<file path="src/rtl/cdb_result_table.sv">
// Shared result-bus types snooped by the reservation stations and the ROB.
package tomasula_types;

    localparam int unsigned CdbDataW = 32;

    // One broadcast slot per ROB tag; .data holds the registered result.
    typedef struct packed {
        logic [CdbDataW-1:0] data;
    } cdb_data;

endpackage

// cdb_result_table: per-ROB-tag result store fed by the functional units.
// Each tag runs a small FREE/ALLOC/CALC lifecycle so that flushes and commits
// leave no stale results behind. Every output is taken straight from flops,
// so a result written in cycle N is visible in cycle N+1 (no bypass).
module cdb_result_table #(
    parameter int unsigned NUM_TAGS = 8,
    parameter int unsigned TAG_W    = 3,
    parameter int unsigned NUM_FU   = 3,
    parameter int unsigned DATA_W   = 32
) (
    input  logic                                      clk,
    input  logic                                      rst,
    input  logic                                      flush,
    input  logic                                      alloc_valid,
    input  logic [TAG_W-1:0]                          alloc_tag,
    input  logic [NUM_FU-1:0]                         fu_valid,
    input  logic [NUM_FU*TAG_W-1:0]                   fu_tag,
    input  logic [NUM_FU*DATA_W-1:0]                  fu_data,
    input  logic [NUM_FU-1:0]                         fu_br,
    input  logic                                      commit_valid,
    input  logic [TAG_W-1:0]                          commit_tag,
    output tomasula_types::cdb_data [NUM_TAGS-1:0]    cdb,
    output logic [NUM_TAGS-1:0]                       robs_calculated,
    output logic [NUM_TAGS-1:0]                       allocated_rob_entries,
    output logic [NUM_TAGS-1:0]                       br_result,
    output logic                                      write_conflict,
    output logic                                      stray_write
);

    typedef enum logic [1:0] {
        StFree  = 2'd0,
        StAlloc = 2'd1,
        StCalc  = 2'd2
    } entry_state_e;

    // Registered per-entry state.
    entry_state_e              state_q [NUM_TAGS];
    entry_state_e              state_d [NUM_TAGS];
    logic [DATA_W-1:0]         data_q  [NUM_TAGS];
    logic [DATA_W-1:0]         data_d  [NUM_TAGS];
    logic [NUM_TAGS-1:0]       br_q;
    logic [NUM_TAGS-1:0]       br_d;

    // Registered diagnostic pulses.
    logic                      write_conflict_q;
    logic                      write_conflict_d;
    logic                      stray_write_q;
    logic                      stray_write_d;

    // Per-tag winning write after port arbitration.
    logic [NUM_TAGS-1:0]       wr_hit;
    logic [DATA_W-1:0]         wr_data [NUM_TAGS];
    logic [NUM_TAGS-1:0]       wr_br;
    logic                      same_tag_writes;

    // Port arbitration: scan from the highest port down so the lowest-index
    // port targeting a tag is the one left standing.
    always_comb begin
        for (int t = 0; t < NUM_TAGS; t++) begin
            wr_hit[t]  = 1'b0;
            wr_data[t] = '0;
            wr_br[t]   = 1'b0;
            for (int i = int'(NUM_FU) - 1; i >= 0; i--) begin
                if (fu_valid[i] && (fu_tag[i*TAG_W +: TAG_W] == TAG_W'(t))) begin
                    wr_hit[t]  = 1'b1;
                    wr_data[t] = fu_data[i*DATA_W +: DATA_W];
                    wr_br[t]   = fu_br[i];
                end
            end
        end
    end

    // Detect any pair of valid ports aimed at the same tag this cycle.
    always_comb begin
        same_tag_writes = 1'b0;
        for (int i = 0; i < NUM_FU; i++) begin
            for (int j = i + 1; j < NUM_FU; j++) begin
                if (fu_valid[i] && fu_valid[j] &&
                    (fu_tag[i*TAG_W +: TAG_W] == fu_tag[j*TAG_W +: TAG_W])) begin
                    same_tag_writes = 1'b1;
                end
            end
        end
    end

    // Per-entry next state: flush > commit > alloc > write.
    always_comb begin
        state_d          = state_q;
        data_d           = data_q;
        br_d             = br_q;
        stray_write_d    = 1'b0;
        // A flush discards everything else presented in the same cycle.
        write_conflict_d = same_tag_writes && !flush;

        for (int t = 0; t < NUM_TAGS; t++) begin
            if (flush) begin
                state_d[t] = StFree;
                data_d[t]  = '0;
                br_d[t]    = 1'b0;
            end else if (commit_valid && (commit_tag == TAG_W'(t))) begin
                // Retirement wins over a late result for the same tag.
                state_d[t] = StFree;
                data_d[t]  = '0;
                br_d[t]    = 1'b0;
            end else if (alloc_valid && (alloc_tag == TAG_W'(t))) begin
                if (state_q[t] == StFree) begin
                    state_d[t] = StAlloc;
                    data_d[t]  = '0;
                    br_d[t]    = 1'b0;
                    // The entry was free when the write was issued.
                    if (wr_hit[t]) begin
                        stray_write_d = 1'b1;
                    end
                end
                // Re-allocating a live tag is a ROB bug; leave the entry alone.
            end else if (wr_hit[t]) begin
                if (state_q[t] == StFree) begin
                    // Result for a flushed or committed entry: drop it.
                    stray_write_d = 1'b1;
                end else begin
                    state_d[t] = StCalc;
                    data_d[t]  = wr_data[t];
                    br_d[t]    = wr_br[t];
                end
            end
        end
    end

    // State, data and pulse registers with synchronous reset.
    always_ff @(posedge clk) begin
        if (rst) begin
            for (int t = 0; t < NUM_TAGS; t++) begin
                state_q[t] <= StFree;
                data_q[t]  <= '0;
            end
            br_q             <= '0;
            write_conflict_q <= 1'b0;
            stray_write_q    <= 1'b0;
        end else begin
            for (int t = 0; t < NUM_TAGS; t++) begin
                state_q[t] <= state_d[t];
                data_q[t]  <= data_d[t];
            end
            br_q             <= br_d;
            write_conflict_q <= write_conflict_d;
            stray_write_q    <= stray_write_d;
        end
    end

    // Output vectors decoded purely from registered state.
    always_comb begin
        for (int t = 0; t < NUM_TAGS; t++) begin
            cdb[t].data              = data_q[t];
            allocated_rob_entries[t] = (state_q[t] != StFree);
            robs_calculated[t]       = (state_q[t] == StCalc);
        end
        br_result      = br_q;
        write_conflict = write_conflict_q;
        stray_write    = stray_write_q;
    end

endmodule
</file>
<file path="config.mk">
export PLATFORM = sky130hd
export DESIGN_NAME = cdb_result_table
export DESIGN_NICKNAME = d
export VERILOG_FILES = /design/src/rtl/cdb_result_table.sv
export SDC_FILE = /design/constraint.sdc
export NUM_CORES = 1
export LEC_CHECK = 0
export ABC_AREA = 0
export CAP_MARGIN = 5
export CORE_ASPECT_RATIO = 0.75
export CORE_MARGIN = 5
export CORE_UTILIZATION = 49
export DETAILED_ROUTE_END_ITERATION = 12
export GPL_ROUTABILITY_DRIVEN = 0
export HOLD_SLACK_MARGIN = 0.02
export PLACE_DENSITY = 0.93
export SETUP_SLACK_MARGIN = 0.2
export SKIP_CTS_REPAIR_TIMING = 1
export SYNTH_ARGS = -nofsm -noshare
export SYNTH_HDL_FRONTEND = slang
export SYNTH_SLANG_ARGS = --single-unit
</file>
<file path="constraint.sdc">
create_clock -name clk -period 2.97 [get_ports clk]
set_input_delay 0.891 -clock clk [delete_from_list [all_inputs] [get_ports clk]]
set_output_delay 0.891 -clock clk [all_outputs]
set_load 0.05 [all_outputs]
</file>
==> results_dict.tcl <==
set metrics [dict create \
    drv_cap 0 \
    slew_headroom_pct 37.6 \
    die_w_um 212 \
    end_kind "primary output" \
    stdcell_area_mm2 0.0211 \
    drt_iter0_drc 3603 \
    fin_cells 2355 \
    layout.cells.most_common "clkdlybuf4s50_1" \
    pin_count 404 \
    dieArea_mm2 0.0342 \
    fin_crit_sh_pct 93.1 \
    ys_seq_area_share_pct 37.7 \
    crit_required_ns 2.08 \
    slew_violations 0 \
    startpoint_type "flip-flop" \
    dieHeight_um 161 \
    use_met3_pct 13.9 \
    critPathTopFamily "buffers and inverters" \
    syn_nets 1739 \
    drive_gt1_share_pct 11.8 \
    cpPeakStageDelay_ns 0.93 \
    synth_edf_count 0 \
    ys_ff_latch 282 \
    cts_buffers 29 \
    crit_fanout 2 \
    wl_per_cell_um 31.6 \
    start_util_pct 49.7 \
    fmax_mhz 362 \
    grt_pass1_vias 17300 \
    drt_pass1_iterations 7 \
    path_clk_slew_ns 0.06 \
    syn_to_final_growth_pct 40.6 \
    rsz0062_at_grt "no" \
    dp_cells 2294 \
    grt_max_degree 45 \
    path_buf_inv 1 \
    syn_area_mm2 0.0150 \
    setup_viol 0 \
    synth_ff_type "dfxtp_1" \
    rows 55 \
    yosysWarningCount 0 \
    synth_cells 1617 \
    syn_area_per_cell_um2 9.27 \
    cts_tree "done" \
    finish.net_count 2055 \
    viasPerCell 7.52 \
    grtUsageMet2_pct 60.4 \
    grt_use_met1_pct 48.7 \
    antenna_found_initial 0 \
    ir_drop_mv 0.429 \
    worst_hold_path_type "reg2reg" \
    post-route-min-period_ns 2.77 \
    finalPower_mw 8.88 \
    postPlaceCellArea_mm2 0.0199 \
    hold_viol 0 \
    worst_pin_slew_ns 0.932 \
    cts.htree.levels 1 \
    cts_root_buffer "clkbuf_16" \
    cp_slowest_cell "clkdlybuf4s50_1" \
    status "completed" \
    top_usage_layer "met2" \
    grt_overflow 0 \
    cts_sinks 282 \
    clock_latency_ns 0.60 \
    cp_cell_sequence "clkdlybuf4s50_1" \
    powerDensity_mw_per_mm2 422 \
    final_cell_mix "382 x clkdlybuf4s50_1, 282 x dfxtp_1, 166 x nand2b_1" \
    grtUsageTotal_pct 39.7 \
    grt_pass1_wl_um 106000 \
    p_leak_nw 7.36 \
    drc 0 \
    arrival_ns 1.87 \
    totalWireLength_um 74500 \
    core_mm2 0.0301 \
    ys_types 49 \
    numPortBuffers 403 \
    postRouteAntennaNets 0 \
    setup.worst_path.class "reg2out" \
    dp_hpwl_um 48300 \
    setup_tns_ns 0 \
    final.setup_skew_ns 0.0287 \
    n_antenna_cell 0 \
    via_count 17700 \
    async_reset_ff_share_pct 0 \
    cts_buffer_depth 3 \
]
where the power goes:
part / switching [mW] / internal [mW] / leakage [nW]
Sequential: 0.00278 / 3.78 / 2.27
Combinational: 0.749 / 0.493 / 4.60
Clock: 1.70 / 2.16 / 0.487
Total: 2.45 / 6.43 / 7.36
per-layer routing:
metal / up-vias / share of wire, %
li1: 6999 / -
met1: 8211 / 32
met2: 1976 / 42
met3: 527 / 18
met4: 0 / 8.2
met5: - / 0
cells by family (layout without fill, tap and decap cells):
family	Yosys count	after routing	share of synthesized area [%]
AO/OA/AOI/OAI	575	577	36.1
AND/OR/NAND/NOR	394	396	15.3
buffers and inverters	357	692	10.4
flip-flops	282	282	37.7
XOR/XNOR	9	9	0.526
synth_stat cells, types with 6 or more instances:
| library cell | n | area [µm²] |
|---|---|---|
| dfxtp_1 | 282 | 5650 |
| nand2b_1 | 166 | 1040 |
| a221o_1 | 165 | 1650 |
| a32o_1 | 165 | 1650 |
| nor2_1 | 136 | 510 |
| clkbuf_1 | 119 | 447 |
| inv_1 | 105 | 394 |
| a221oi_1 | 99 | 867 |
| o32ai_1 | 99 | 867 |
| buf_1 | 63 | 236 |
| buf_2 | 37 | 185 |
| buf_6 | 15 | 169 |
| nor2b_1 | 15 | 93.8 |
| buf_4 | 12 | 90.1 |
| nand4b_1 | 11 | 96.3 |
| a21oi_1 | 10 | 50.1 |
| and4b_1 | 10 | 100 |
| o31ai_1 | 10 | 75.1 |
| nand2_1 | 8 | 30.0 |
| xnor2_1 | 7 | 61.3 |
| clkbuf_2 | 6 | 30.0 |
| nand4_1 | 6 | 37.5 |
| nor3_1 | 6 | 30.0 |
| o311ai_0 | 6 | 52.6 |
| or3_1 | 6 | 37.5 |
through the flow:
stage	hold WS, ns	worst slack [ns]	utilization, %
after CTS	0.454	-0.0834	69.3
after detailed placement	0.445	-0.498	66.0
final	0.453	0.205	69.9
after global placement	0.442	-0.384	66.0
after global routing	0.480	0.191	69.9
after floorplan	0.447	0.460	-
sequential cells by signal, indices dropped and copies added (netlist names):
| name | count |
|---|---|
| write_conflict | 1 |
| stray_write | 1 |
| state_q | 16 |
| cdb | 256 |
| br_result | 8 |
final timing paths:
check / cells past startpoint / end / slack [ns] / startpoint
max: 1 / cdb[27] / 0.20 / cdb[27]
min: 2 / cdb[117] / 0.45 / cdb[117]
max reg2reg: 4 / cdb[243] / 1.16 / state_q[1]
min reg2reg: 2 / cdb[117] / 0.45 / cdb[117]
layout make-up:
class	count	area [µm²]
clock inverters	14	148
multi-input cells	982	8070
inverters	105	394
clock buffers	40	837
well taps	399	499
repair buffers	533	5470
flip-flops and latches	282	5650
fillers	2115	9080
Note: power is estimated with default switching activity, not from simulation.
